===== src/rtl/demux_3outputs_16bits_pipe_if.sv =====
// ============================================================================
// demux_3outputs_16bits_pipe_if : source and three-channel sink handshake bundle
// Rev 1.0
// ============================================================================
`default_nettype none

interface demux_3outputs_16bits_pipe_if #(
  parameter int WIDTH = 16
);
  logic             in_valid;
  logic             in_ready;
  logic [2:0]       in_select;
  logic [WIDTH-1:0] in_data;

  logic             out0_valid;
  logic             out0_ready;
  logic [WIDTH-1:0] out0_data;
  logic             out1_valid;
  logic             out1_ready;
  logic [WIDTH-1:0] out1_data;
  logic             out2_valid;
  logic             out2_ready;
  logic [WIDTH-1:0] out2_data;

  // Producer and consumers of the demux.
  modport master (
    output in_valid, in_select, in_data,
    input  in_ready,
    input  out0_valid, out0_data, out1_valid, out1_data, out2_valid, out2_data,
    output out0_ready, out1_ready, out2_ready
  );

  // The demux itself.
  modport slave (
    input  in_valid, in_select, in_data,
    output in_ready,
    output out0_valid, out0_data, out1_valid, out1_data, out2_valid, out2_data,
    input  out0_ready, out1_ready, out2_ready
  );
endinterface

`default_nettype wire


===== src/rtl/demux_3outputs_16bits_pipe.sv =====
// ============================================================================
// demux_3outputs_16bits_pipe : registered 1-to-3 demux, per-channel valid/ready
// Rev 1.0
// ============================================================================
`default_nettype none

module demux_3outputs_16bits_pipe #(
  parameter int WIDTH = 16,
  parameter int CNT_W = 8
) (
  input  wire                               clk,
  input  wire                               rst_n,
  demux_3outputs_16bits_pipe_if.slave       bus,
  output logic [CNT_W-1:0]                  drop_count
);

  localparam logic [2:0]       c_sel_ch0 = 3'b000;
  localparam logic [2:0]       c_sel_ch1 = 3'b001;
  localparam logic [2:0]       c_sel_ch2 = 3'b010;
  localparam logic [CNT_W-1:0] c_cnt_max = {CNT_W{1'b1}};
  localparam logic [CNT_W-1:0] c_cnt_one = {{(CNT_W-1){1'b0}}, 1'b1};

  logic [2:0]       w_ready;
  logic [2:0]       w_valid;
  logic [2:0]       w_load;
  logic             w_in_ready;
  logic             w_drop;
  logic [WIDTH-1:0] w_data [3];
  logic [CNT_W-1:0] r_drop_count;

  assign w_ready = {bus.out2_ready, bus.out1_ready, bus.out0_ready};

  // in_ready only looks at the targeted slot, so a stalled channel never
  // blocks traffic headed elsewhere; invalid selects are always swallowed.
  always_comb begin
    w_in_ready = 1'b1;
    w_load     = 3'b000;
    w_drop     = 1'b0;
    case (bus.in_select)
      c_sel_ch0: begin
        w_in_ready = !w_valid[0] | w_ready[0];
        w_load[0]  = bus.in_valid & w_in_ready;
      end
      c_sel_ch1: begin
        w_in_ready = !w_valid[1] | w_ready[1];
        w_load[1]  = bus.in_valid & w_in_ready;
      end
      c_sel_ch2: begin
        w_in_ready = !w_valid[2] | w_ready[2];
        w_load[2]  = bus.in_valid & w_in_ready;
      end
      default: begin
        w_drop = bus.in_valid;
      end
    endcase
  end

  assign bus.in_ready = w_in_ready;

  generate
    for (genvar k = 0; k < 3; k++) begin : g_ch
      logic             r_valid;
      logic [WIDTH-1:0] r_data;

      // A load while the word is being consumed gives one-word-per-cycle pass-through.
      always_ff @(posedge clk or negedge rst_n) begin
        if (!rst_n) begin
          r_valid <= 1'b0;
          r_data  <= '0;
        end else if (w_load[k]) begin
          r_valid <= 1'b1;
          r_data  <= bus.in_data;
        end else if (w_ready[k]) begin
          r_valid <= 1'b0;
        end
      end

      assign w_valid[k] = r_valid;
      assign w_data[k]  = r_data;
    end
  endgenerate

  always_ff @(posedge clk or negedge rst_n) begin
    if (!rst_n) begin
      r_drop_count <= '0;
    end else if (w_drop && (r_drop_count != c_cnt_max)) begin
      r_drop_count <= r_drop_count + c_cnt_one;
    end
  end

  assign bus.out0_valid = w_valid[0];
  assign bus.out1_valid = w_valid[1];
  assign bus.out2_valid = w_valid[2];
  assign bus.out0_data  = w_data[0];
  assign bus.out1_data  = w_data[1];
  assign bus.out2_data  = w_data[2];
  assign drop_count     = r_drop_count;

endmodule

`default_nettype wire


===== src/flat_wrapper.sv =====
// flat-port wrapper written by rule: the top's interface ports become plain ports
module demux_3outputs_16bits_pipe_flat 
#(
  parameter int WIDTH = 16,
  parameter int CNT_W = 8
)
  (clk, rst_n, drop_count, bus_in_valid, bus_in_select, bus_in_data, bus_in_ready, bus_out0_valid, bus_out0_data, bus_out1_valid, bus_out1_data, bus_out2_valid, bus_out2_data, bus_out0_ready, bus_out1_ready, bus_out2_ready);
  demux_3outputs_16bits_pipe_if #(.WIDTH(WIDTH)) bus_i ();
  input  wire clk;
  input  wire rst_n;
  output logic [CNT_W-1:0] drop_count;
  input wire logic [$bits(bus_i.in_valid)-1:0] bus_in_valid;
  input wire logic [$bits(bus_i.in_select)-1:0] bus_in_select;
  input wire logic [$bits(bus_i.in_data)-1:0] bus_in_data;
  output wire logic [$bits(bus_i.in_ready)-1:0] bus_in_ready;
  output wire logic [$bits(bus_i.out0_valid)-1:0] bus_out0_valid;
  output wire logic [$bits(bus_i.out0_data)-1:0] bus_out0_data;
  output wire logic [$bits(bus_i.out1_valid)-1:0] bus_out1_valid;
  output wire logic [$bits(bus_i.out1_data)-1:0] bus_out1_data;
  output wire logic [$bits(bus_i.out2_valid)-1:0] bus_out2_valid;
  output wire logic [$bits(bus_i.out2_data)-1:0] bus_out2_data;
  input wire logic [$bits(bus_i.out0_ready)-1:0] bus_out0_ready;
  input wire logic [$bits(bus_i.out1_ready)-1:0] bus_out1_ready;
  input wire logic [$bits(bus_i.out2_ready)-1:0] bus_out2_ready;
  assign bus_i.in_valid = bus_in_valid;
  assign bus_i.in_select = bus_in_select;
  assign bus_i.in_data = bus_in_data;
  assign bus_in_ready = bus_i.in_ready;
  assign bus_out0_valid = bus_i.out0_valid;
  assign bus_out0_data = bus_i.out0_data;
  assign bus_out1_valid = bus_i.out1_valid;
  assign bus_out1_data = bus_i.out1_data;
  assign bus_out2_valid = bus_i.out2_valid;
  assign bus_out2_data = bus_i.out2_data;
  assign bus_i.out0_ready = bus_out0_ready;
  assign bus_i.out1_ready = bus_out1_ready;
  assign bus_i.out2_ready = bus_out2_ready;
  demux_3outputs_16bits_pipe #(.WIDTH(WIDTH), .CNT_W(CNT_W)) u_core (.clk(clk), .rst_n(rst_n), .bus(bus_i), .drop_count(drop_count));
endmodule

===== config.mk =====
export PLATFORM = sky130hd
export DESIGN_NAME = demux_3outputs_16bits_pipe_flat
export DESIGN_NICKNAME = d
export VERILOG_FILES = /design/src/rtl/demux_3outputs_16bits_pipe_if.sv /design/src/rtl/demux_3outputs_16bits_pipe.sv /design/src/flat_wrapper.sv
export SDC_FILE = /design/constraint.sdc
export NUM_CORES = 1
export LEC_CHECK = 0
export CAP_MARGIN = 25
export CELL_PAD_IN_SITES_DETAIL_PLACEMENT = 0
export CELL_PAD_IN_SITES_GLOBAL_PLACEMENT = 1
export CORE_ASPECT_RATIO = 0.9
export CORE_MARGIN = 2
export CORE_UTILIZATION = 35
export CTS_CLUSTER_DIAMETER = 120
export CTS_CLUSTER_SIZE = 12
export DETAILED_ROUTE_END_ITERATION = 10
export PLACE_DENSITY_LB_ADDON = 0.05
export SYNTH_ARGS = -nofsm -noshare
export SYNTH_HDL_FRONTEND = slang
export SYNTH_SLANG_ARGS = --single-unit

===== constraint.sdc =====
create_clock -name clk -period 1.9 [get_ports clk]
set_input_delay 0.38 -clock clk [delete_from_list [all_inputs] [get_ports clk]]
set_output_delay 0.38 -clock clk [all_outputs]
set_load 0.05 [all_outputs]

# Yosys cells after proc, flatten, opt, wreduce, memory -nomap -nowiden
# Cells that the tools add are included.
word_totals:
  register_bits: 59
  in_bits: 25
  output_inout_bits: 60
  elab_cells: 37
classes:
  n_addsub: 1
  eq_ne: 3
  n_mux: 11
  n_bitwise: 6
  n_reduce_logical: 9
ops:
  columns: ["cell", "count"]
  rows:
  - ["2-to-1 mux 1 bit", 10]
  - ["adder 8 x 1 -> 8 bit (second input constant)", 1]
  - ["!= test 8 bit (second input constant)", 1]
  - ["nonzero test 2 bit", 3]
  - ["AND 1 bit", 3]
  - ["equality test 3 x 1 -> 1 bit (second input constant)", 1]
  - ["equality test 3 x 2 -> 1 bit (second input constant)", 1]
  - ["zero test 1 bit", 3]
  - ["zero test 3 bit", 1]
  - ["bitwise OR 1 bit", 3]
  - ["case mux 1 bit (3 select lines)", 1]
  - ["OR reduction 3 bit", 1]
  - ["logical AND 1 bit", 1]

# Depth between registers and ports, before layout
logic_depth:
  word_depth: 5
  ltp_mapped: 5
  mapped_depth_nobuf: 5

# Least setup slack after synthesis
# Ideal clock, no wire load.
synth_path:
  kind: "register to output"
  startpoint: "register u_core.g_ch[0].r_valid (netlist: u_core.bus.out0_valid)"
  endpoint: "output port bus_in_ready"
  arrival_time_ns: 1.675
  slack_ns: -0.155
  stages_incl_launch_ff: 5
  path_buffers: 0
  cell_sequence: "dfrtp_1 -> nor2b_1 -> nand2b_1 -> a21oi_1 -> o21bai_1"
synth_between:
  elab_chain_cells: 3
synth_rtl:
  columns: ["element", "line_no", "rtl"]
  rows:
  - ["start, declared", "demux_3outputs_16bits_pipe.sv:62", "logic r_valid;"]
  - ["start signal, assigned", "demux_3outputs_16bits_pipe.sv:68", "r_valid <= 1'b0;"]
  - ["start signal, assigned", "demux_3outputs_16bits_pipe.sv:71", "r_valid <= 1'b1;"]
  - ["start signal, assigned", "demux_3outputs_16bits_pipe.sv:74", "r_valid <= 1'b0;"]
  - ["zero test 1 bit", "demux_3outputs_16bits_pipe.sv:41", "w_in_ready = !w_valid[0] | w_ready[0];"]
  - ["bitwise OR 1 bit", "demux_3outputs_16bits_pipe.sv:41", null]
  - ["case mux 1 bit (3 select lines)", "demux_3outputs_16bits_pipe.sv:39", "case (bus.in_select)"]
  - ["end, declared", "flat_wrapper.sv:15", "output wire logic [$bits(bus_i.in_ready)-1:0] bus_in_ready;"]
# No other way between the ends.

# Worst setup path after layout
layout_path:
  startpoint: "register u_core.g_ch[1].r_data[15] (netlist: u_core.bus.out1_data[15])"
  endpoint: "output port bus_out1_data[15]"
layout_lines:
  columns: ["element", "line_no", "rtl"]
  rows:
  - ["start, declared", "demux_3outputs_16bits_pipe.sv:63", "logic [WIDTH-1:0] r_data;"]
  - ["start signal, assigned", "demux_3outputs_16bits_pipe.sv:72", "r_data <= bus.in_data;"]
  - ["end, declared", "flat_wrapper.sv:19", "output wire logic [$bits(bus_i.out1_data)-1:0] bus_out1_data;"]
# No word-level cell between the ends.

==> PnR_summary.wiki <==
{| class="wikitable"
! Metric !! Value
|-
| Status || finished, final reports clean
|-
| Hold-fix buffers, CTS || 0
|-
| Top-Level Pins || 85
|-
| Max capacitance violation total || 0
|-
| Placed cell areas || 3390 sq um
|-
| Endpoint type of the worst setup path || output port
|-
| Fill cell instance count of the final layout || 588
|-
| CTS clock-pin slew for the worst setup and hold paths || 0.07 ns
|-
| Skew-Pair Late Insertion Delay || about 0.33 ns
|-
| Via total after detailed routing || 1658
|-
| Final setup violation count || 0
|-
| Largest vdd supply drop || 788 uV
|-
| Post-synthesis register bit count || 59
|-
| Maximum achievable frequency || around 540 MHz
|-
| Sequential share of the synthesized area || 0.622
|-
| Static Leakage || approximately 1.9 nW
|-
| Initial drt markers || 56
|-
| TritonCTS clock tree || built
|-
| Number of placed cells counting well taps || 339
|-
| Stage delay of the slowest cell on the critical path || 0.81 ns
|-
| Routed wire length per instance || between 15 and 20 um
|-
| Worst path arrival time || around 1.5 ns
|-
| Via-per-instance ratio || 4.67
|-
| Nets || 286
|-
| Critical path launch point type || flip-flop
|-
| Number of port buffers || 84
|-
| Count of antenna-violating nets left after detailed routing || 0
|-
| Maximum number of buffers from clock root to sink || 2
|-
| Top_reg_cell synth || sky130_fd_sc_hd__dfrtp_1
|-
| Relative slew slack || 0.638
|-
| Final HPWL DP || roughly 3900 um
|-
| Syn-to-layout area delta || 54.7%
|-
| Classification of the worst-slack hold path || input port to async pin
|-
| Startpoint-to-endpoint class of the critical path || flip-flop to output port
|-
| Router iterations before antenna repair || 4
|-
| Remaining Overflow, GRT || 0
|-
| Ratio of cells with drive above 1 in the final layout || 0.370
|-
| RSZ-0062 raised after global routing || no
|-
| Full die area || 7450 sq um
|-
| Final Power || 5.17 mW
|-
| Slew @ Worst Pin || 0.543 ns
|-
| Maximum fanout count along the critical path || 2
|-
| Max-slew violations || 0
|-
| Area of all placed cells without fillers || between 3000 and 4000 sq um
|-
| Clock skew after layout || 0.00885 ns
|-
| Antenna violations before repair || 0
|-
| Buffers & Inverters on Critical Path || 1
|-
| Antenna diode count || 0
|-
| Fraction of the cycle the final worst path needs || 0.978
|-
| Mapped Avg Cell Area || roughly 15 sq um
|-
| GPL Wtd Cong || 0.776
|-
| Ordered cell list for the critical path || clkdlybuf4s50_1
|-
| Critical Path RT || 1.52 ns
|-
| Pwr per Cell Area || 1410 nW/um^2
|-
| Largest net degree at the start of global routing || 60
|-
| Global-route wire length before repair || 8770 um
|-
| Width of the die || around 91 um
|-
| Post-synth EDFFs || 0
|-
| Post-synthesis async set-or-reset flop share || 1.00
|-
| Number of nets produced by synthesis || 182
|-
| Die height || a little over 80 um
|-
| Worst slack at placement || -0.112 ns
|-
| Setup_tns || 0 ns
|-
| Remaining design rule violation count || 0
|-
| Setup ws final || 0.0414 ns
|-
| Total of warnings raised by yosys || 0
|-
| Final Core Density || 0.557
|-
| Area of the core || 6590 sq um
|-
| Synth unique cells || 26
|-
| Vias in the first global route || between 1.5k and 2k
|-
| DRT Wirelength || 5420 um
|-
| Slowest stage cell, crit path || sky130_fd_sc_hd__clkdlybuf4s50_1
|-
| CTS Sinks || 59
|-
| Final standard cell count with taps included and fillers excluded || 355
|-
| Mapped Cells || 156
|-
| Initial Util || 0.360
|-
| Standard-cell row count || 28
|-
| Root buffer cell || sky130_fd_sc_hd__clkbuf_8
|-
| Maximum level of the CTS H-tree || 3
|-
| Number of buffers created by CTS || 9
|-
| Cell type group with the largest total delay on the critical path || buffers and inverters
|-
| Clock period minus worst slack || 1.86 ns
|-
| Minimum hold slack || between 0.06 and 0.07 ns
|-
| Final hold violations || 0
|-
| Cell area after synthesis || roughly 2400 sq um
|-
| GRT Total Usage || 0.154
|}
-- cell usage in the layout (no fill, tap or decap), types with 2 or more instances in the layout --
cell type,instances
sky130_fd_sc_hd__buf_4,22
sky130_fd_sc_hd__nor2_1,4
sky130_fd_sc_hd__dlygate4sd2_1,5
sky130_fd_sc_hd__clkbuf_1,2
sky130_fd_sc_hd__clkdlybuf4s50_1,36
sky130_fd_sc_hd__nor3b_1,2
sky130_fd_sc_hd__dfrtp_1,59
sky130_fd_sc_hd__nand2b_1,4
sky130_fd_sc_hd__nand2_1,5
sky130_fd_sc_hd__dlymetal6s2s_1,29
sky130_fd_sc_hd__bufinv_16,2
sky130_fd_sc_hd__clkinv_2,2
sky130_fd_sc_hd__xor2_1,5
sky130_fd_sc_hd__mux2_2,50
sky130_fd_sc_hd__buf_12,3
sky130_fd_sc_hd__clkbuf_8,9
sky130_fd_sc_hd__nand3_1,3
sky130_fd_sc_hd__nand4_1,3
sky130_fd_sc_hd__nor3_1,4
-- power by group --
group / switching (mW) / internal [mW]
Sequential: 0.224 / 1.57
Combinational: 1.42 / 0.758
Clock: 0.467 / 0.735
-- cells in the mapped netlist, types with 2 or more instances --
cell type | count | area (sq um)
sky130_fd_sc_hd__mux2_2 | 50 | 563
sky130_fd_sc_hd__buf_6 | 2 | 22.5
sky130_fd_sc_hd__dfrtp_1 | 59 | 1480
sky130_fd_sc_hd__nor2_1 | 4 | 15.0
sky130_fd_sc_hd__nand4_1 | 3 | 18.8
sky130_fd_sc_hd__nor3b_1 | 2 | 15.0
sky130_fd_sc_hd__nand2_1 | 5 | 18.8
sky130_fd_sc_hd__xor2_1 | 5 | 43.8
sky130_fd_sc_hd__nor3_1 | 4 | 20.0
sky130_fd_sc_hd__nand2b_1 | 4 | 25.0
sky130_fd_sc_hd__nand3_1 | 3 | 15.0
-- area by class of cell --
type / instances / area [sq um] / area share
clock buffer: 11 / 131 / 0.0358
clock inverter: 5 / 77.6 / 0.0211
multi-input combinational: 94 / 875 / 0.238
sequential: 59 / 1480 / 0.402
tap: 90 / 113 / 0.0307
timing repair buffer: 96 / 997 / 0.272
-- kinds of logic after synthesis --
| family | synth area share |
|---|---|
| simple gates | 0.0918 |
| xor+xnor | 0.0185 |
| buf+inv | 0.0116 |
| flops | 0.622 |
| compound gates | 0.00844 |
| mux | 0.242 |
| fa+ha+maj | 0.00527 |
-- state kept, by name (all words and copies together) (netlist names) --
signal                 flops
u_core.bus.out1_data      16
u_core.bus.out2_data      16
u_core.bus.out0_data      16
u_core.drop_count          8
u_core.bus.out2_valid      1
u_core.bus.out0_valid      1
u_core.bus.out1_valid      1
-- metal layers --
metal / GRT usage / vias up / share of wire
met5: 0 / - / 0
met4: 0.0409 / 0 / 0.0039
met3: 0.0626 / 2 / 0.065
met2: 0.260 / 48 / 0.51
met1: 0.186 / 844 / 0.43
li1: - / 764 / -
-- worst paths after layout --
check,from,endpoint,slack (ns),depth (start not counted)
min in group clk,u_core.bus.out1_data[6],u_core.bus.out1_data[6],0.50,1
hold / removal,rst_n,u_core.bus.out1_data[0],0.06,2
hold reg to reg,u_core.bus.out1_data[6],u_core.bus.out1_data[6],0.50,1
setup / recovery,u_core.bus.out1_data[15],bus_out1_data[15],0.04,1
max in group asynchronous,rst_n,u_core.bus.out2_data[8],1.58,2
setup reg to reg,u_core.bus.out0_valid,u_core.bus.out0_data[10],0.29,5
-- timing repair --
item	CTS	global route
setup endpoints to repair	4	30
buffers inserted	0	0
gates resized for setup	5	30
pin swaps	0	0
Note: power is estimated with default switching activity, not from simulation.
